### src/rtl/dump_sequencer.sv
// dump_sequencer
// Sequences the dump phase of a 2D NMR acquisition. A rising edge on
// state_start latches the cycle/ON/sustain counts and runs that many
// ON + sustain cycles, timed in ticks of the asynchronous 10 kHz reference.
//
// Ports:
//   clk_sys            system clock
//   rst_n              synchronous active-low reset
//   state_start        level enable; rising edge starts a run, low aborts
//   clk_10k            free-running 10 kHz reference (async to clk_sys)
//   dump_cycles        number of ON+sustain cycles (0 = none)
//   dump_on_data       ON length in ticks (0 = skip ON)
//   dump_sustain_data  sustain length in ticks (0 = skip sustain)
//   dump_on            dump switch drive, high during ON
//   sustain_start      one-clk pulse on entry to SUSTAIN
//   busy               high from accepted start until DONE
//   done               one-clk pulse on normal completion
//   cycle_cnt          index of the current cycle
module dump_sequencer #(
  parameter int CNT_W       = 4,
  parameter int SYNC_STAGES = 2
) (
  input  logic             clk_sys,
  input  logic             rst_n,
  input  logic             state_start,
  input  logic             clk_10k,
  input  logic [CNT_W-1:0] dump_cycles,
  input  logic [CNT_W-1:0] dump_on_data,
  input  logic [CNT_W-1:0] dump_sustain_data,
  output logic             dump_on,
  output logic             sustain_start,
  output logic             busy,
  output logic             done,
  output logic [CNT_W-1:0] cycle_cnt
);

  localparam logic [2:0] S_IDLE     = 3'd0;
  localparam logic [2:0] S_ARM      = 3'd1;
  localparam logic [2:0] S_ON       = 3'd2;
  localparam logic [2:0] S_SUS      = 3'd3;
  localparam logic [2:0] S_NEXT     = 3'd4;
  localparam logic [2:0] S_DONE     = 3'd5;
  localparam logic [2:0] S_WAIT_LOW = 3'd6;

  localparam logic [CNT_W-1:0] CNT_ONE  = {{(CNT_W-1){1'b0}}, 1'b1};
  localparam logic [CNT_W:0]   CNT_ONE1 = {{CNT_W{1'b0}}, 1'b1};

  logic [SYNC_STAGES-1:0] sync_q, sync_d;
  logic                   hist_q, hist_d;
  logic                   start_q, start_d;
  logic                   armed_q, armed_d;
  logic [2:0]             state_q, state_d;
  logic [CNT_W-1:0]       cnt_q, cnt_d;
  logic [CNT_W-1:0]       cyc_q, cyc_d;
  logic [CNT_W-1:0]       on_q, on_d;
  logic [CNT_W-1:0]       sus_q, sus_d;
  logic [CNT_W-1:0]       cycle_cnt_q, cycle_cnt_d;
  logic                   dump_on_q, dump_on_d;
  logic                   sustain_start_q, sustain_start_d;
  logic                   busy_q, busy_d;
  logic                   done_q, done_d;

  logic tick;
  logic start_edge;
  logic running;

  assign tick       = sync_q[SYNC_STAGES-1] & ~hist_q;
  // armed_q blocks a level that was already high across reset from
  // looking like a fresh rising edge.
  assign start_edge = state_start & ~start_q & armed_q;
  assign running    = (state_q == S_ARM) || (state_q == S_ON) ||
                      (state_q == S_SUS) || (state_q == S_NEXT);

  always_comb begin
    sync_d      = {sync_q[SYNC_STAGES-2:0], clk_10k};
    hist_d      = sync_q[SYNC_STAGES-1];
    start_d     = state_start;
    armed_d     = armed_q | ~state_start;
    state_d     = state_q;
    cnt_d       = cnt_q;
    cyc_d       = cyc_q;
    on_d        = on_q;
    sus_d       = sus_q;
    cycle_cnt_d = cycle_cnt_q;

    case (state_q)
      S_IDLE: begin
        cycle_cnt_d = '0;
        if (start_edge) begin
          cyc_d = dump_cycles;
          on_d  = dump_on_data;
          sus_d = dump_sustain_data;
          if ((dump_cycles == '0) ||
              ((dump_on_data == '0) && (dump_sustain_data == '0)))
            state_d = S_DONE;
          else
            state_d = S_ARM;
        end
      end
      S_ARM: begin
        if (tick) begin
          if (on_q != '0) begin
            state_d = S_ON;
            cnt_d   = on_q;
          end else begin
            state_d = S_SUS;
            cnt_d   = sus_q;
          end
        end
      end
      S_ON: begin
        if (tick) begin
          // The tick that exits is consumed; the next state starts fresh.
          if (cnt_q <= CNT_ONE) begin
            if (sus_q != '0) begin
              state_d = S_SUS;
              cnt_d   = sus_q;
            end else begin
              state_d = S_NEXT;
            end
          end else begin
            cnt_d = cnt_q - CNT_ONE;
          end
        end
      end
      S_SUS: begin
        if (tick) begin
          if (cnt_q <= CNT_ONE) state_d = S_NEXT;
          else                  cnt_d   = cnt_q - CNT_ONE;
        end
      end
      S_NEXT: begin
        if (({1'b0, cycle_cnt_q} + CNT_ONE1) == {1'b0, cyc_q}) begin
          state_d = S_DONE;
        end else begin
          cycle_cnt_d = cycle_cnt_q + CNT_ONE;
          if (on_q != '0) begin
            state_d = S_ON;
            cnt_d   = on_q;
          end else begin
            state_d = S_SUS;
            cnt_d   = sus_q;
          end
        end
      end
      S_DONE:     state_d = S_WAIT_LOW;
      S_WAIT_LOW: begin
        if (!state_start) begin
          state_d     = S_IDLE;
          cycle_cnt_d = '0;
        end
      end
      default:    state_d = S_IDLE;
    endcase

    // Dropping state_start mid-run abandons the run without a done pulse.
    if (running && !state_start) begin
      state_d     = S_IDLE;
      cnt_d       = '0;
      cycle_cnt_d = '0;
    end

    dump_on_d       = (state_d == S_ON);
    sustain_start_d = (state_d == S_SUS) && (state_q != S_SUS);
    busy_d          = (state_d == S_ARM) || (state_d == S_ON) ||
                      (state_d == S_SUS) || (state_d == S_NEXT);
    done_d          = (state_d == S_DONE) && (state_q != S_DONE);
  end

  always_ff @(posedge clk_sys) begin
    if (!rst_n) begin
      sync_q          <= '0;
      hist_q          <= 1'b0;
      start_q         <= 1'b0;
      armed_q         <= ~state_start;
      state_q         <= S_IDLE;
      cnt_q           <= '0;
      cyc_q           <= '0;
      on_q            <= '0;
      sus_q           <= '0;
      cycle_cnt_q     <= '0;
      dump_on_q       <= 1'b0;
      sustain_start_q <= 1'b0;
      busy_q          <= 1'b0;
      done_q          <= 1'b0;
    end else begin
      sync_q          <= sync_d;
      hist_q          <= hist_d;
      start_q         <= start_d;
      armed_q         <= armed_d;
      state_q         <= state_d;
      cnt_q           <= cnt_d;
      cyc_q           <= cyc_d;
      on_q            <= on_d;
      sus_q           <= sus_d;
      cycle_cnt_q     <= cycle_cnt_d;
      dump_on_q       <= dump_on_d;
      sustain_start_q <= sustain_start_d;
      busy_q          <= busy_d;
      done_q          <= done_d;
    end
  end

  assign dump_on       = dump_on_q;
  assign sustain_start = sustain_start_q;
  assign busy          = busy_q;
  assign done          = done_q;
  assign cycle_cnt     = cycle_cnt_q;

endmodule

### config.mk
export PLATFORM = sky130hd
export DESIGN_NAME = dump_sequencer
export DESIGN_NICKNAME = d
export VERILOG_FILES = /design/src/rtl/dump_sequencer.sv
export SDC_FILE = /design/constraint.sdc
export NUM_CORES = 1
export LEC_CHECK = 0
export CAP_MARGIN = 20
export CORE_UTILIZATION = 45
export DETAILED_ROUTE_END_ITERATION = 10
export HOLD_SLACK_MARGIN = 0.08
export PLACE_DENSITY = 0.74
export SYNTH_ARGS = -nofsm -noshare
export SYNTH_HDL_FRONTEND = slang
export SYNTH_SLANG_ARGS = --single-unit
### constraint.sdc
create_clock -name clk_sys -period 2.85 [get_ports clk_sys]
set_clock_uncertainty 0.1 [all_clocks]
set_input_delay 0.285 -clock clk_sys [delete_from_list [all_inputs] [get_ports clk_sys]]
set_output_delay 0.285 -clock clk_sys [all_outputs]
set_load 0.005 [all_outputs]
==> reports/qor_table.md, run 1 <==
| Metric | This run | Unit |
|---|---|---|
| Share of post-route cells with drive strength above 1 | 0.0866 | - |
| Final estimated routing congestion in global placement | 0.859 | - |
| Post-DP HPWL | 2710 | microns |
| Pin count of the biggest net entering global routing | 18 | - |
| Buffers and inverters on the worst path | 0 | - |
| Buffers inserted during post-CTS setup optimization | 0 | - |
| Internal cell power | 768 | uW |
| Startpoint types | flop | - |
| Initial antenna violation count | 0 | - |
| Maximum level of the CTS H-tree | 2 | - |
| Placeable core region | 3720 | sq um |
| Area grow syn2layout | 20.8 | % |
| Die ar. | 4180 | sq um |
| Effective utilization at floorplan | 0.475 | - |
| Worst-case hold slack | 335 | ps |
| First-pass iteration count of the detailed router | 4 | - |
| Standard cell with the maximum stage delay on the critical path | nor3_1 | - |
| Synth Flop Type | dfxtp_1 | - |
| Comb power frac | 0.190 | - |
| Final Slew Violations | 0 | - |
| Filler cell count in the final layout | 367 | - |
| Total overflow reported by the global router | 0 | - |
| Minimum period implied by the final worst setup slack | 2350 | ps |
| Relative contribution of sequential cells to total power | 0.474 | - |
| CTS Root Cell | clkbuf_8 | - |
| Worst Path Arrival | 2450 | ps |
| Per-cell routed wire length | 13.1 | microns |
| Worst voltage drop across the vdd grid | 0.316 | mV |
| First-pass GRT wire length | 6420 | microns |
| Maximum clock insertion buffer count | 2 | - |
| Cell-by-cell listing of the critical path | ha_1 -> xnor2_1 -> nand2_1 -> nor3_1 -> a221o_1 -> nor4b_2 | - |
| Mapped Cells | 206 | - |
| Setup total negative slack | 0 | ps |
| Kind of critical path | flop to flop | - |
| Most area-hungry cell type in the Yosys netlist | dfxtp_1 | - |
| Vias in the first global route | 1403 | - |
| Avg Cell Area, Syn | 8.57 | sq um |
| Most numerous cell in the Yosys netlist | dfxtp_1 | - |
| Worst skew pair latency | 280 | ps |
| CTS-repair resized insts | 0 | - |
| Number of flops mapped to enable cells by yosys | 0 | - |
| Synthesized net count | 225 | - |
| Top cell type's share of synthesized area | 0.363 | - |
| Number of sinks handled by clock tree synthesis | 32 | - |
| Instance area after placement | 2040 | sq um |
| Most common library cells after synthesis | dfxtp_1 (32), nand2_1 (20), nor2_1 (18), mux2i_1 (17), inv_1 (11) | - |
| Top post-synthesis cells by area | dfxtp_1 (36%), mux2i_1 (9.6%), nand2_1 (4.3%) | - |
| Clock tree from TritonCTS | done | - |
| Async set-or-reset flop fraction in the synthesized netlist | 0 | - |
| DIE HEIGHT | 64.6 | microns |
| Final design utilization | 0.574 | - |
| Violation count after the first detailed-routing iteration | 79 | - |
| Number of primary I/O pins | 24 | - |
| Areal power density over the cells | 495 | nW/um^2 |
| Final period utilization | 0.824 | - |
| Vias after detailed routing | 1544 | - |
| FF+latch count, synth | 32 | - |
| Maximum fanout encountered on the critical timing path | 6 | - |
| Number of antenna diodes | 0 | - |
| Measured slew at the worst slew-check pin | 628 | ps |
| Worst Path Required | 2950 | ps |
| Switching component of the power | 287 | uW |
| Post-Route WL | 3650 | microns |
| Area taken by flip-flops and latches | 641 | sq um |
| TritonCTS buffer count | 5 | - |
| RSZ-0062 raised after global routing | false | - |
| Final instance area | 2130 | sq um |
| Leakage power figure | 0.839 | nW |
| Overall power | 1.06 | mW |
| Crit-path max cell delay | 550 | ps |
| Max capacitance violation total | 0 | - |
| Routed vias/inst | 5.53 | - |
| Final setup violation count | 0 | - |
| Num rows | 22 | - |
| Sw Share | 0.272 | - |
| Sequential cell area fraction in the yosys report | 0.363 | - |
| Input/output buffers | 23 | - |
| Final Hold Vio Count | 0 | - |
| Overall fraction of global-route tracks in use | 0.204 | - |
| Layout Nets | 249 | - |
| Endpoint kind of the worst setup timing path | flop | - |
| Largest delay contributor family on the critical path | simple AND/OR/NAND/NOR gates | - |
| # hold bufs at CTS | 0 | - |
| Clock transition time at the flip-flop clock pins of the worst setup and hold paths | 60 | ps |
| Area of combinational cells with multiple inputs | 1040 | sq um |
| Classification of the worst-slack hold path | flop to flop | - |
| Netlist cell types | 52 | - |
| Proportion of power drawn by the clock network | 0.336 | - |
| Count of yosys warnings during synthesis | 0 | - |
| Number of nets with antenna violations after detailed routing | 0 | - |
| Result of the run | finished, final reports clean | - |
| Tightest slew margin relative to the limit | 0.578 | - |
| Horizontal extent of the die | 64.6 | microns |
| DRC violation count after routing | 0 | - |
| Highest clock frequency the design can meet | 0.426 | GHz |
| Post-synthesis instance area | 1770 | sq um |
-- worst paths after layout --
| path | start | endpoint | slack, ps | cells after the start |
|---|---|---|---|---|
| min | sync_q[0] | sync_q[1] | 330 | 1 |
| max | cycle_cnt[0] | done | 500 | 6 |
| min reg2reg | sync_q[0] | sync_q[1] | 330 | 1 |
| max reg2reg | cycle_cnt[0] | done | 500 | 6 |
-- metrics by stage --
step                instances  setup WS, ps
floorplan                 206           778
global placement          271           603
detailed placement        271           523
CTS                       279           490
global route              279           275
finish                    279           501
-- power by group through the flow --
stage	Sequential, mW	Clock, mW	Combinational [mW]
final	0.500	0.354	0.201
after CTS	0.500	0.367	0.200
after global routing	0.505	0.394	0.223
after global placement	0.510	0	0.198
after detailed placement	0.509	0	0.200
after floorplan	0.492	0	0.152
-- layer usage --
| layer | wire, microns | global-route usage | up-vias |
|---|---|---|---|
| met5 | 0 | 0 | - |
| met4 | 72 | 0.0972 | 0 |
| met3 | 281 | 0.0651 | 7 |
| met2 | 1580 | 0.303 | 51 |
| met1 | 1720 | 0.266 | 698 |
| li1 | - | - | 788 |
-- cells by family (layout without fill, tap and decap cells) --
family                   Yosys count  after routing  share of synthesized area
AND/OR/NAND/NOR                   86             86                      0.274
flip-flops                        32             32                      0.363
buffers and inverters             22             47                     0.0496
adder cells (fa/ha/maj)            3              3                     0.0213
multiplexers                      17             17                     0.0964
XOR/XNOR                           8              8                     0.0397
AO/OA/AOI/OAI                     38             38                      0.157
-- cells in the final DEF, fill, tap and decap left out, types with 3 or more instances in the layout --
master / Yosys / final
a21oi_1: 4 / 4
and2_1: 7 / 7
buf_4: 0 / 4
clkbuf_8: 0 / 6
clkdlybuf4s50_1: 0 / 23
dfxtp_1: 32 / 32
ha_1: 3 / 3
inv_1: 11 / 11
mux2i_1: 17 / 17
nand2_1: 20 / 20
nand3_1: 8 / 8
nor2_1: 18 / 18
nor2b_1: 4 / 4
nor3_1: 4 / 4
nor4_1: 5 / 5
o211ai_1: 3 / 3
o21ai_0: 7 / 7
o221ai_1: 4 / 4
or3_1: 3 / 3
xnor2_1: 4 / 4
xor2_1: 4 / 4
-- state kept, by name (all words and copies together), names as in the netlist, 2 cells and up --
register	flops
sus_q	4
cyc_q	4
on_q	4
cnt_q	4
state_q	3
cycle_cnt	4
sync_q	2
-- cell type report --
type / count / area share
repair buffers: 27 / 0.122
multi-input cells: 152 / 0.486
flip-flops and latches: 32 / 0.300
inverters: 12 / 0.0211
well taps: 48 / 0.0282
clock buffers: 8 / 0.0422
-- worst register-to-register path: stages (launching register included) --
cell     delay, ps
dfxtp_1        420
ha_1           290
xnor2_1        160
nand2_1        110
nor3_1         550
a221o_1        410
nor4b_2        220
Note: power is estimated with default switching activity, not from simulation.
==> run 2, diff against run 1 <==
Clock period 2.85 ns to 2.4 ns, I/O delays scaled along.
==> run 2 against run 1 <==
- sequential power is 17% higher
- design area up 1.5%
- hold slack got worse by 1.2 ps
- first-iteration DRC count grew 41%
- die area stayed put
- register-to-register slack lost 330 ps
- sequential cell count is the same
- critical path depth did not move
- final cell count rose by 1.1%
- power increased by 20%
- setup slack lost 330 ps
- maximum frequency up 5.2%
==> reports/qor_table.md, run 2 (synthesis results as in run 1) <==
| Metric | This run | Unit | Change |
|---|---|---|---|
| Result of the run | finished, final reports clean | - |  |
| Minimum period implied by the final worst setup slack | 2230 | ps | -117 ps |
| Clock tree from TritonCTS | done | - |  |
| Measured slew at the worst slew-check pin | 533 | ps | -94.9 ps |
| TritonCTS buffer count | 5 | - | unchanged |
| Die ar. | 4180 | sq um | unchanged |
| Num rows | 22 | - | unchanged |
| Number of primary I/O pins | 24 | - | unchanged |
| Horizontal extent of the die | 64.6 | microns | unchanged |
| Critical R2R Launch | cycle_cnt[0] | - |  |
| Worst setup startpoint | cycle_cnt[0] | - |  |
| R2r setup slk | 170 | ps | -330 ps |
| Max capacitance violation total | 0 | - | unchanged |
| Setup total negative slack | 0 | ps | unchanged |
| Instance area after placement | 2070 | sq um | +1.1% |
| Number of antenna diodes | 0 | - | unchanged |
| Post-DP HPWL | 2730 | microns | +1.1% |
| Overall power | 1.27 | mW | +20% |
| Vias in the first global route | 1390 | - | -0.93% |
| Final Slew Violations | 0 | - | unchanged |
| Worst Path Arrival | 2310 | ps | -140 ps |
| Worst skew pair latency | 290 | ps | about the same |
| Input/output buffers | 23 | - | unchanged |
| DRC violation count after routing | 0 | - | unchanged |
| Endpoint with the worst hold slack | sync_q[1] | - |  |
| Maximum level of the CTS H-tree | 2 | - | unchanged |
| Worst r2r path cells | 6 | - | unchanged |
| RSZ-0062 raised after global routing | false | - |  |
| Per-cell routed wire length | 12.9 | microns | -1.6% |
| Kind of critical path | flop to flop | - |  |
| Cell count after placement | 274 | - | +1.1% |
| Most common library cell in the layout ignoring fill and taps | dfxtp_1 | - |  |
| Highest clock frequency the design can meet | 0.448 | GHz | +5.2% |
| Routed vias/inst | 5.44 | - | -1.6% |
| Pin count of the biggest net entering global routing | 16 | - | -2 |
| Filler cell count in the final layout | 341 | - | -7.1% |
| DIE HEIGHT | 64.6 | microns | unchanged |
| Maximum fanout encountered on the critical timing path | 6 | - | unchanged |
| Violation count after the first detailed-routing iteration | 111 | - | +41% |
| Effective utilization at floorplan | 0.475 | - | unchanged |
| Post-Route WL | 3630 | microns | -0.57% |
| Vias after detailed routing | 1535 | - | -0.58% |
| Area grow syn2layout | 22.7 | % |  |
| Layout Nets | 252 | - | +1.2% |
| Final period utilization | 0.930 | - | +0.106 |
| Tightest slew margin relative to the limit | 0.641 | - | +0.0632 |
| Highest-count cells in the layout ignoring fill and taps | dfxtp_1 (32), clkdlybuf4s50_1 (23), nand2_1 (20) | - |  |
| Final instance area | 2170 | sq um | +1.5% |
| Non-Filler Instances | 282 | - | +1.1% |
| Areal power density over the cells | 584 | nW/um^2 | +18% |
| Maximum clock insertion buffer count | 2 | - | unchanged |
| Endpoint kind of the worst setup timing path | flop | - |  |
| Number of nets with antenna violations after detailed routing | 0 | - | unchanged |
| Number of sinks handled by clock tree synthesis | 32 | - | unchanged |
| Hold Path Origin | sync_q[0] | - |  |
| Worst-case hold slack | 334 | ps | -1.19 ps |
| Final Hold Vio Count | 0 | - | unchanged |
| Classification of the worst-slack hold path | flop to flop | - |  |
| Overall fraction of global-route tracks in use | 0.200 | - | -0.00394 |
| Final estimated routing congestion in global placement | 0.852 | - | -0.83% |
| Total overflow reported by the global router | 0 | - | unchanged |
| Reg-to-reg critical path endpoint | dump_on | - |  |
| First-pass iteration count of the detailed router | 4 | - | unchanged |
| Worst voltage drop across the vdd grid | 0.396 | mV | +25% |
| Share of post-route cells with drive strength above 1 | 0.107 | - | +0.0203 |
| Leakage power figure | 0.855 | nW | +1.9% |
| First-pass GRT wire length | 6330 | microns | -1.4% |
| Cell depth of the worst min-delay path | 1 | - | unchanged |
| Worst Path Required | 2480 | ps | -470 ps |
| Placeable core region | 3720 | sq um | unchanged |
| CTS Root Cell | clkbuf_8 | - |  |
| # hold bufs at CTS | 0 | - | unchanged |
| Clock transition time at the flip-flop clock pins of the worst setup and hold paths | 70 | ps | about the same |
| Final setup violation count | 0 | - | unchanged |
| Startpoint types | flop | - |  |
| Initial antenna violation count | 0 | - | unchanged |
## run 2: routing by layer
| layer | part of all wire | vias to the layer above | GRT usage |
|---|---|---|---|
| met5 | 0 | - | 0 |
| li1 | - | 799 | - |
| met4 | 0.019 | 0 | 0.0944 |
| met3 | 0.044 | 5 | 0.0546 |
| met2 | 0.44 | 40 | 0.308 |
| met1 | 0.49 | 691 | 0.259 |
## run 2: worst max-delay path, cell delays in order, from the launching register on
cell and delay, ps:
dfxtp_1 360, ha_1 270, and3b_2 220, o2bb2ai_1 280, nor3_2 130, a221o_1 430, nor4b_1 330
## run 2: what timing repair did
item / CTS / global route
endpoints found under the setup margin: 0 / 3
buffers inserted: 0 / 0
resized for setup: 0 / 2
## run 2: worst max-delay path by stage
stage          slack (ps)             to
2_1_floorplan         330  sustain_start
3_3_place_gp          190           done
3_5_place_dp          140           done
4_1_cts               130           done
5_1_grt                40           done
6_report              170        dump_on
## run 2: area by class of cell
type	count	area, sq um	area share
Tap cell	48	60.1	0.0277
Timing Repair Buffer	30	283	0.131
Inverter	12	45.0	0.0208
Sequential cell	32	641	0.296
Clock buffer	8	90.1	0.0416
Multi-Input combinational cell	152	1050	0.484
## run 2: stage by stage
step / setup WS [ps] / util
after floorplan: 328 / -
after global placement: 192 / 0.556
after detailed placement: 143 / 0.556
after CTS: 127 / 0.580
after global routing: 39.4 / 0.583
final: 168 / 0.583
## run 2: power breakdown
part | leakage [nW] | switching (mW) | total [mW] | internal [mW]
combinational | 0.548 | 0.129 | 0.253 | 0.125
sequential | 0.261 | 0.0259 | 0.586 | 0.560
clock | 0.0455 | 0.192 | 0.426 | 0.234
total | 0.855 | 0.347 | 1.27 | 0.919
==> run 3, diff against run 2 <==
--- a/config.mk
+++ b/config.mk
@@ -7,8 +7,8 @@
 export LEC_CHECK = 0
 export CAP_MARGIN = 20
-export CORE_UTILIZATION = 45
+export CORE_UTILIZATION = 54
 export DETAILED_ROUTE_END_ITERATION = 10
 export HOLD_SLACK_MARGIN = 0.08
-export PLACE_DENSITY = 0.74
+export PLACE_DENSITY = 0.85
 export SYNTH_ARGS = -nofsm -noshare
 export SYNTH_HDL_FRONTEND = slang
==> constraint.sdc (replaced) <==
create_clock -name clk_sys -period 2.4 [get_ports clk_sys]
set_clock_uncertainty 0.1 [all_clocks]
set_input_delay 0.36 -clock clk_sys [delete_from_list [all_inputs] [get_ports clk_sys]]
set_output_delay 0.36 -clock clk_sys [all_outputs]
set_load 0.005 [all_outputs]
==> run 3 against run 2 <==
- sequential power hardly changed
- maximum frequency is 0.62% lower
- first-iteration DRC count is 23% lower
- design area is 1.9% lower
- critical endpoint is now sustain_start
- highest routed layer unchanged
==> reports/qor_table.md, run 3 (synthesis results as in run 1) <==
| Metric | This run | Unit | Change |
|---|---|---|---|
| Result of the run | finished, final reports clean | - |  |
| Effective utilization at floorplan | 0.574 | - | +0.0985 |
| Maximum fanout encountered on the critical timing path | 6 | - | unchanged |
| First-pass iteration count of the detailed router | 4 | - | unchanged |
| Post-DP HPWL | 2770 | microns | +1.3% |
| Standard cell with the maximum stage delay on the critical path | or4_4 | - |  |
| Pin count of the biggest net entering global routing | 18 | - | +2 |
| Overall power | 1.15 | mW | -9.2% |
| # hold bufs at CTS | 0 | - | unchanged |
| Vias in the first global route | 1453 | - | +4.5% |
| Placeable core region | 3080 | sq um | -17% |
| Maximum level of the CTS H-tree | 2 | - | unchanged |
| Overall fraction of global-route tracks in use | 0.236 | - | +0.0352 |
| Clock tree from TritonCTS | done | - |  |
| Highest clock frequency the design can meet | 0.445 | GHz | -0.62% |
| Number of nets with antenna violations after detailed routing | 0 | - | unchanged |
| Relative contribution of sequential cells to total power | 0.509 | - | +0.046 |
| Worst voltage drop across the vdd grid | 0.303 | mV | -24% |
| Share of post-route cells with drive strength above 1 | 0.103 | - | -0.00427 |
| Worst slack, placed | 131 | ps | -12.4 ps |
| Number of sinks handled by clock tree synthesis | 32 | - | unchanged |
| Per-cell routed wire length | 13.0 | microns | +1.1% |
| Minimum period implied by the final worst setup slack | 2250 | ps | +14.0 ps |
| Filler cell count in the final layout | 258 | - | -24% |
| Measured slew at the worst slew-check pin | 593 | ps | +60.6 ps |
| R2r setup slk | 150 | ps | about the same |
| Switching component of the power | 321 | uW | -7.6% |
| Layout Nets | 252 | - | unchanged |
| Area grow syn2layout | 20.3 | % |  |
| Final Hold Vio Count | 0 | - | unchanged |
| Worst skew pair latency | 320 | ps | +30 ps |
| Tightest slew margin relative to the limit | 0.601 | - | -0.0408 |
| Final setup violation count | 0 | - | unchanged |
| Setup total negative slack | 0 | ps | unchanged |
| Comb power frac | 0.222 | - | +0.022 |
| Final design utilization | 0.690 | - | +0.107 |
| DRC violation count after routing | 0 | - | unchanged |
| Input/output buffers | 23 | - | unchanged |
| Horizontal extent of the die | 59.2 | microns | -8.4% |
| Worst Path Arrival | 2380 | ps | +70 ps |
| Routed vias/inst | 5.65 | - | +3.8% |
| Post-Route WL | 3620 | microns | -0.33% |
| TritonCTS buffer count | 5 | - | unchanged |
| Cell-by-cell listing of the critical path | ha_1 -> xnor2_1 -> nand2_1 -> or4_4 -> a31o_1 -> nor4b_4 | - |  |
| Endpoint kind of the worst setup timing path | flop | - |  |
| Num rows | 20 | - | -9.1% |
| RSZ-0062 raised after global routing | false | - |  |
| Final period utilization | 0.936 | - | +0.00583 |
| Final instance area | 2120 | sq um | -1.9% |
| Crit-path max cell delay | 560 | ps | +130 ps |
| Number of antenna diodes | 0 | - | unchanged |
| Maximum clock insertion buffer count | 2 | - | unchanged |
| Vias after detailed routing | 1571 | - | +2.3% |
| CTS Root Cell | clkbuf_4 | - |  |
| Internal cell power | 829 | uW | -9.8% |
| Proportion of power drawn by the clock network | 0.268 | - | -0.069 |
| Classification of the worst-slack hold path | flop to flop | - |  |
| Worst Path Required | 2530 | ps | +50 ps |
| Violation count after the first detailed-routing iteration | 85 | - | -23% |
| Final Slew Violations | 0 | - | unchanged |
| Clock transition time at the flip-flop clock pins of the worst setup and hold paths | 100 | ps | +30 ps |
| Die ar. | 3500 | sq um | -16% |
| Highest-count cells in the layout ignoring fill and taps | dfxtp_1 (32), clkdlybuf4s50_1 (23), nand2_1 (20) | - |  |
| DIE HEIGHT | 59.2 | microns | -8.4% |
| Initial antenna violation count | 0 | - | unchanged |
| Sw Share | 0.279 | - | +0.00474 |
| Area taken by flip-flops and latches | 641 | sq um | unchanged |
| Total overflow reported by the global router | 0 | - | unchanged |
| Setup WS post-layout | 154 | ps | -14.0 ps |
| Instance area after placement | 2060 | sq um | -0.24% |
| Area of combinational cells with multiple inputs | 1040 | sq um | -0.48% |
| First-pass GRT wire length | 6310 | microns | -0.22% |
| Areal power density over the cells | 541 | nW/um^2 | -7.4% |
| Final estimated routing congestion in global placement | 0.845 | - | -0.82% |
| Kind of critical path | flop to flop | - |  |
| Most common library cell in the layout ignoring fill and taps | dfxtp_1 | - |  |
| Number of primary I/O pins | 24 | - | unchanged |
| Startpoint types | flop | - |  |
| Leakage power figure | 0.841 | nW | -1.6% |
| Max capacitance violation total | 0 | - | unchanged |
==> run 3: per-layer routing <==
layer | share of wire | GRT usage | up-vias
li1 | - | - | 799
met1 | 0.46 | 0.296 | 726
met2 | 0.49 | 0.403 | 42
met3 | 0.042 | 0.0459 | 4
met4 | 0.0077 | 0.0748 | 0
met5 | 0 | 0 | -
==> run 3: metrics by stage <==
step           instances  hold slack (ps)
3_3_place_gp         270              315
4_1_cts              278              355
2_1_floorplan        206              312
3_5_place_dp         270              332
6_report             278              351
5_1_grt              278              381
==> run 3: worst max-delay path: cells and delay by family (launching register included) <==
family / cells / cell delay (ps)
AOI/OAI and AO/OA: 1 / 250
adders and majority gates: 1 / 290
DFF: 1 / 440
and+or+nand+nor: 3 / 940
xor gates and xnor gates: 1 / 140
==> run 3: path summary, 6_finish.rpt <==
check,from,to,cells past startpoint
min reg2reg,sync_q[0],sync_q[1],1
max reg2reg,cycle_cnt[0],sustain_start,6
min,sync_q[0],sync_q[1],1
max,cycle_cnt[0],sustain_start,6
==> run 3: cell type report <==
cell class                 count  share of cell area
timing repair buffer          30               0.133
clock buffer                   8              0.0277
tap                           44              0.0259
sequential                    32               0.302
multi-input combinational    152               0.491
inverter                      12              0.0212
==> run 3: power groups by stage <==
stage                     clock network (mW)  registers (mW)  logic [mW]
after floorplan                            0           0.585       0.181
after global placement                     0           0.597       0.247
after detailed placement                   0           0.597       0.251
after CTS                              0.320           0.585       0.252
after global routing                   0.349           0.590       0.282
final                                  0.308           0.586       0.256
==> run 3: what timing repair did <==
action | in CTS | in global routing
endpoints found under the setup margin | 0 | 5
resized for setup | 0 | 1
endpoints found under the hold margin | 0 | 0
buffers inserted | 0 | 0
==> variant 1, RTL diff (config.mk and constraints of run 1) <==
Set the parameter `CNT_W` to 6 (it was 4).
--- a/src/rtl/dump_sequencer.sv
+++ b/src/rtl/dump_sequencer.sv
@@ -18,5 +18,5 @@
 //   cycle_cnt          index of the current cycle
 module dump_sequencer #(
-  parameter int CNT_W       = 4,
+  parameter int CNT_W       = 6,
   parameter int SYNC_STAGES = 2
 ) (
Interface: changed (resized cycle_cnt, dump_cycles, dump_on_data and dump_sustain_data); port bits go from 24 to 32. No check against the original RTL was run, so the function may have changed too.
==> variant 1 against run 1 <==
- final area rose by 31%
- sequential cell count rose by 10
- wire length rose by 31%
- power rose by 20%
- synthesized area rose by 31%
- count of clock-buffer cells in the layout fell by 3
- synthesized cell count rose by 25%
- sequential power rose by 27%
- setup slack got worse by 0.20 ns
==> variant 1: results (changes against run 1) <==
| Item | This run | vs run 1 |
| --- | --- | --- |
| Vias in the first global route | 1,746 | was 1,403 |
| # fillers | 439 | was 367 |
| Worst Path Arrival | 2.70 ns | was 2.45 ns |
| Placed Instance Area | 0.00269 mm² | was 0.00204 mm² |
| Latest clock arrival within the worst-skew pair | 0.30 ns | was 0.28 ns |
| Leading cell types by count after synthesis | 42 x sky130_fd_sc_hd__dfxtp_1, 24 x sky130_fd_sc_hd__nor2b_1, 21 x sky130_fd_sc_hd__mux2i_1 | was 32 x sky130_fd_sc_hd__dfxtp_1, 20 x sky130_fd_sc_hd__nand2_1, 18 x sky130_fd_sc_hd__nor2_1 |
| Met3 wire length | 179 µm | was 281 µm |
| Global-route met1 utilization | 0.276 | was 0.266 |
| Share of final layout cell area taken by clock buffers and inverters | 0.0350 | was 0.0422 |
| Share of final layout cell area taken by non-clock buffers | 0.128 | was 0.122 |
| Maximum number of pins on one net before global-route repair | 22 | was 18 |
| Clock net sink count | 42 | was 32 |
| Overall via count from detail_route | 1,932 | was 1,544 |
| Estimated wirelength of the detail-placed design | 3590 µm | was 2710 µm |
| Total instance count after detailed placement | 350 | was 271 |
| Switching Fraction | 0.282 | was 0.272 |
| Clock slew at the register clock pins of the worst setup and hold paths | 0.09 ns | was 0.06 ns |
| Worst setup timing slack at the placement stage | 0.299 ns | was 0.523 ns |
| Rel. slew slack | 0.614 | was 0.578 |
| Leakage dissipation | 1.11 nW | was 0.839 nW |
| Final non-filler cell area | 0.00279 mm² | was 0.00213 mm² |
| Sequential share of the synthesized area | 0.365 | was 0.363 |
| GPL Wtd Cong | 0.829 | was 0.859 |
| Overall routed net length | 4800 µm | was 3650 µm |
| Input/output buffers | 31 | was 23 |
| Ratio of cells with drive above 1 in the final layout | 0.0962 | was 0.0866 |
| GRT Total Usage | 0.199 | was 0.204 |
| Amount of wire on met2 after detailed routing | 2090 µm | was 1580 µm |
| Met3 Resource Use GR | 0.0453 | was 0.0651 |
| Global-route track usage on met2 | 0.304 | was 0.303 |
| Ranking of synthesized cells by area | sky130_fd_sc_hd__dfxtp_1 36%, sky130_fd_sc_hd__mux2i_1 9.1%, sky130_fd_sc_hd__nor2b_1 6.5% | was sky130_fd_sc_hd__dfxtp_1 36%, sky130_fd_sc_hd__mux2i_1 9.6%, sky130_fd_sc_hd__nand2_1 4.3% |
| Result of the run | completed | unchanged |
| Global-route wire length before repair | 8200 µm | was 6420 µm |
| Final nets | 315 | was 249 |
| Diodes inserted | 0 | unchanged |
| Combined area of the multi-input logic cells | 0.00140 mm² | was 0.00104 mm² |
| Net count after synthesis | 283 | was 225 |
| Average size of a mapped cell | 8.93 µm² | was 8.57 µm² |
| Cell with the largest stage delay on the worst path | sky130_fd_sc_hd__or4b_4 | was sky130_fd_sc_hd__nor3_1 |
| Detailed-route wire length on metal 1 | 2460 µm | was 1720 µm |
variant 1: path summary, 6_finish.rpt:
check,cells after the start,start,slack [ns],to
worst max-delay path,7,cycle_cnt[1],0.30,cycle_cnt[0]
worst min-delay path,1,sync_q[0],0.34,sync_q[1]
worst max register to register,7,cycle_cnt[1],0.30,cycle_cnt[0]
worst min register to register,1,sync_q[0],0.34,sync_q[1]
variant 1: cell families (layout without fill, tap and decap cells):
kind of cell,count (synthesis),after routing,share of synthesized area
and+or+nand+nor,121,121,0.305
buffers and inverters,15,48,0.0288
xor gates and xnor gates,8,8,0.0385
AOI/OAI and AO/OA,47,47,0.151
DFF,42,42,0.365
muxes,22,22,0.0961
adders and majority gates,3,3,0.0163
variant 1: power groups by stage:
stage	registers, mW	clock network (mW)	logic, mW
after floorplan	0.640	0	0.147
after global placement	0.649	0	0.214
after detailed placement	0.650	0	0.215
after CTS	0.636	0.426	0.217
after global routing	0.640	0.450	0.239
final	0.636	0.412	0.217
==> variant 2, RTL diff (settings of run 1) <==
Without the edit above. Register the inputs `state_start`, `dump_cycles`, `dump_on_data` and `dump_sustain_data` before use, without a reset. The logic sees them one clock later. Comments in the files are not updated.
--- a/src/rtl/dump_sequencer.sv
+++ b/src/rtl/dump_sequencer.sv
@@ -46,4 +46,16 @@
   localparam logic [CNT_W:0]   CNT_ONE1 = {{CNT_W{1'b0}}, 1'b1};
 
+  logic state_start_q;
+  logic [CNT_W-1:0] dump_cycles_q;
+  logic [CNT_W-1:0] dump_on_data_q;
+  logic [CNT_W-1:0] dump_sustain_data_q;
+
+  always_ff @(posedge clk_sys) begin
+    state_start_q       <= state_start;
+    dump_cycles_q       <= dump_cycles;
+    dump_on_data_q      <= dump_on_data;
+    dump_sustain_data_q <= dump_sustain_data;
+  end
+
   logic [SYNC_STAGES-1:0] sync_q, sync_d;
   logic                   hist_q, hist_d;
@@ -68,5 +80,5 @@
   // armed_q blocks a level that was already high across reset from
   // looking like a fresh rising edge.
-  assign start_edge = state_start & ~start_q & armed_q;
+  assign start_edge = state_start_q & ~start_q & armed_q;
   assign running    = (state_q == S_ARM) || (state_q == S_ON) ||
                       (state_q == S_SUS) || (state_q == S_NEXT);
@@ -75,6 +87,6 @@
     sync_d      = {sync_q[SYNC_STAGES-2:0], clk_10k};
     hist_d      = sync_q[SYNC_STAGES-1];
-    start_d     = state_start;
-    armed_d     = armed_q | ~state_start;
+    start_d     = state_start_q;
+    armed_d     = armed_q | ~state_start_q;
     state_d     = state_q;
     cnt_d       = cnt_q;
@@ -88,9 +100,9 @@
         cycle_cnt_d = '0;
         if (start_edge) begin
-          cyc_d = dump_cycles;
-          on_d  = dump_on_data;
-          sus_d = dump_sustain_data;
-          if ((dump_cycles == '0) ||
-              ((dump_on_data == '0) && (dump_sustain_data == '0)))
+          cyc_d = dump_cycles_q;
+          on_d  = dump_on_data_q;
+          sus_d = dump_sustain_data_q;
+          if ((dump_cycles_q == '0) ||
+              ((dump_on_data_q == '0) && (dump_sustain_data_q == '0)))
             state_d = S_DONE;
           else
@@ -146,5 +158,5 @@
       S_DONE:     state_d = S_WAIT_LOW;
       S_WAIT_LOW: begin
-        if (!state_start) begin
+        if (!state_start_q) begin
           state_d     = S_IDLE;
           cycle_cnt_d = '0;
@@ -155,5 +167,5 @@
 
     // Dropping state_start mid-run abandons the run without a done pulse.
-    if (running && !state_start) begin
+    if (running && !state_start_q) begin
       state_d     = S_IDLE;
       cnt_d       = '0;
@@ -173,5 +185,5 @@
       hist_q          <= 1'b0;
       start_q         <= 1'b0;
-      armed_q         <= ~state_start;
+      armed_q         <= ~state_start_q;
       state_q         <= S_IDLE;
       cnt_q           <= '0;
Function: changed (Yosys sat finds a counterexample within 4 cycles, from zero or initial values and one cycle with rst_n low).
==> variant 2 against run 1 <==
- die area rose by 12%
- cell count rose by 2.2%
- non-clock buffer count fell by 3
- final area rose by 10%
- wire length up 9.6%
- setup slack gained 0.052 ns
- sequential cell count is 13 higher
- global-route usage decreased by 0.25 points
- power grew 26%
- first-iteration DRC count up 110%
- synthesized cell count grew 2.9%
- synthesized area increased by 12%
- critical path type unchanged
- largest power group unchanged
==> variant 2: results (changes against run 1) <==
| Item | This run | vs run 1 |
| --- | --- | --- |
| Result of the run | completed | unchanged |
| Count of cell types in the netlist | 46 | was 52 |
| Leading cell types by count after synthesis | 45 x sky130_fd_sc_hd__dfxtp_1, 25 x sky130_fd_sc_hd__nor2_1, 13 x sky130_fd_sc_hd__mux2i_1 | was 32 x sky130_fd_sc_hd__dfxtp_1, 20 x sky130_fd_sc_hd__nand2_1, 18 x sky130_fd_sc_hd__nor2_1 |
| Via count normalized by instance count | 5.68 | was 5.53 |
| Achievable frequency | 435 MHz | was 426 MHz |
| Ratio of cells with drive above 1 in the final layout | 0.0638 | was 0.0866 |
| Startpoint of the worst register-to-register path | state_q[2] | was cycle_cnt[0] |
| Adder-cell share of the synthesized area | 0.0190 | was 0.0213 |
| Latest clock arrival within the worst-skew pair | 0.30 ns | was 0.28 ns |
| # fillers | 382 | was 367 |
| Worst setup timing slack at the placement stage | 0.591 ns | was 0.523 ns |
| Fraction of synthesized area in multiplexers | 0.0658 | was 0.0964 |
| Average size of a mapped cell | 9.33 µm² | was 8.57 µm² |
| Amount of wire on met2 after detailed routing | 1860 µm | was 1580 µm |
| Sequential share of the synthesized area | 0.455 | was 0.363 |
| GPL Wtd Cong | 0.912 | was 0.859 |
| Detailed router's first-iteration violation count | 163 | was 79 |
| Clock slew at the register clock pins of the worst setup and hold paths | 0.09 ns | was 0.06 ns |
| Hold path startpoint | dump_cycles[1] | was sync_q[0] |
| Switching power total | 0.329 mW | was 0.287 mW |
| Global-route wire length before repair | 6900 µm | was 6420 µm |
| Post-route core utilization | 0.573 | was 0.574 |
| Maximum fanout along the worst path | 15 | was 6 |
| Ranking of synthesized cells by area | sky130_fd_sc_hd__dfxtp_1 46%, sky130_fd_sc_hd__mux2i_1 6.6%, sky130_fd_sc_hd__nor2_1 4.7% | was sky130_fd_sc_hd__dfxtp_1 36%, sky130_fd_sc_hd__mux2i_1 9.6%, sky130_fd_sc_hd__nand2_1 4.3% |
| Cell count of the worst reg-to-reg path | 5 | was 6 |
| Xor and xnor area share after synthesis | 0.0310 | was 0.0397 |
| Power in the clock group | 0.494 mW | was 0.354 mW |
## variant 2: cell count changes after synthesis, sizes merged, moves of 3 or more
| cell | delta |
|---|---|
| nor3b | +3 |
| dfxtp | +13 |
| nand2 | -12 |
| a21oi | +4 |
| or3 | -3 |
| nor4b | -4 |
| nor2 | +7 |
| a31oi | +3 |
| nand2b | +5 |
| mux2i | -4 |
| a211oi | +3 |
## variant 2: worst max-delay path: stages (launching register included)
cell	delay, ns
sky130_fd_sc_hd__dfxtp_1	0.59
sky130_fd_sc_hd__or3b_4	0.46
sky130_fd_sc_hd__nor4_4	0.31
sky130_fd_sc_hd__and3_1	0.39
sky130_fd_sc_hd__o31ai_1	0.20
sky130_fd_sc_hd__a21oi_1	0.17
## variant 2: cell type report
cell class                      count  area share
Tap cell                           50      0.0266
Timing Repair Buffer               24       0.101
Clock inverter                      3      0.0212
Clock buffer                        5      0.0292
Multi-Input combinational cell    149       0.425
Sequential cell                    45       0.382
Inverter                            9      0.0143
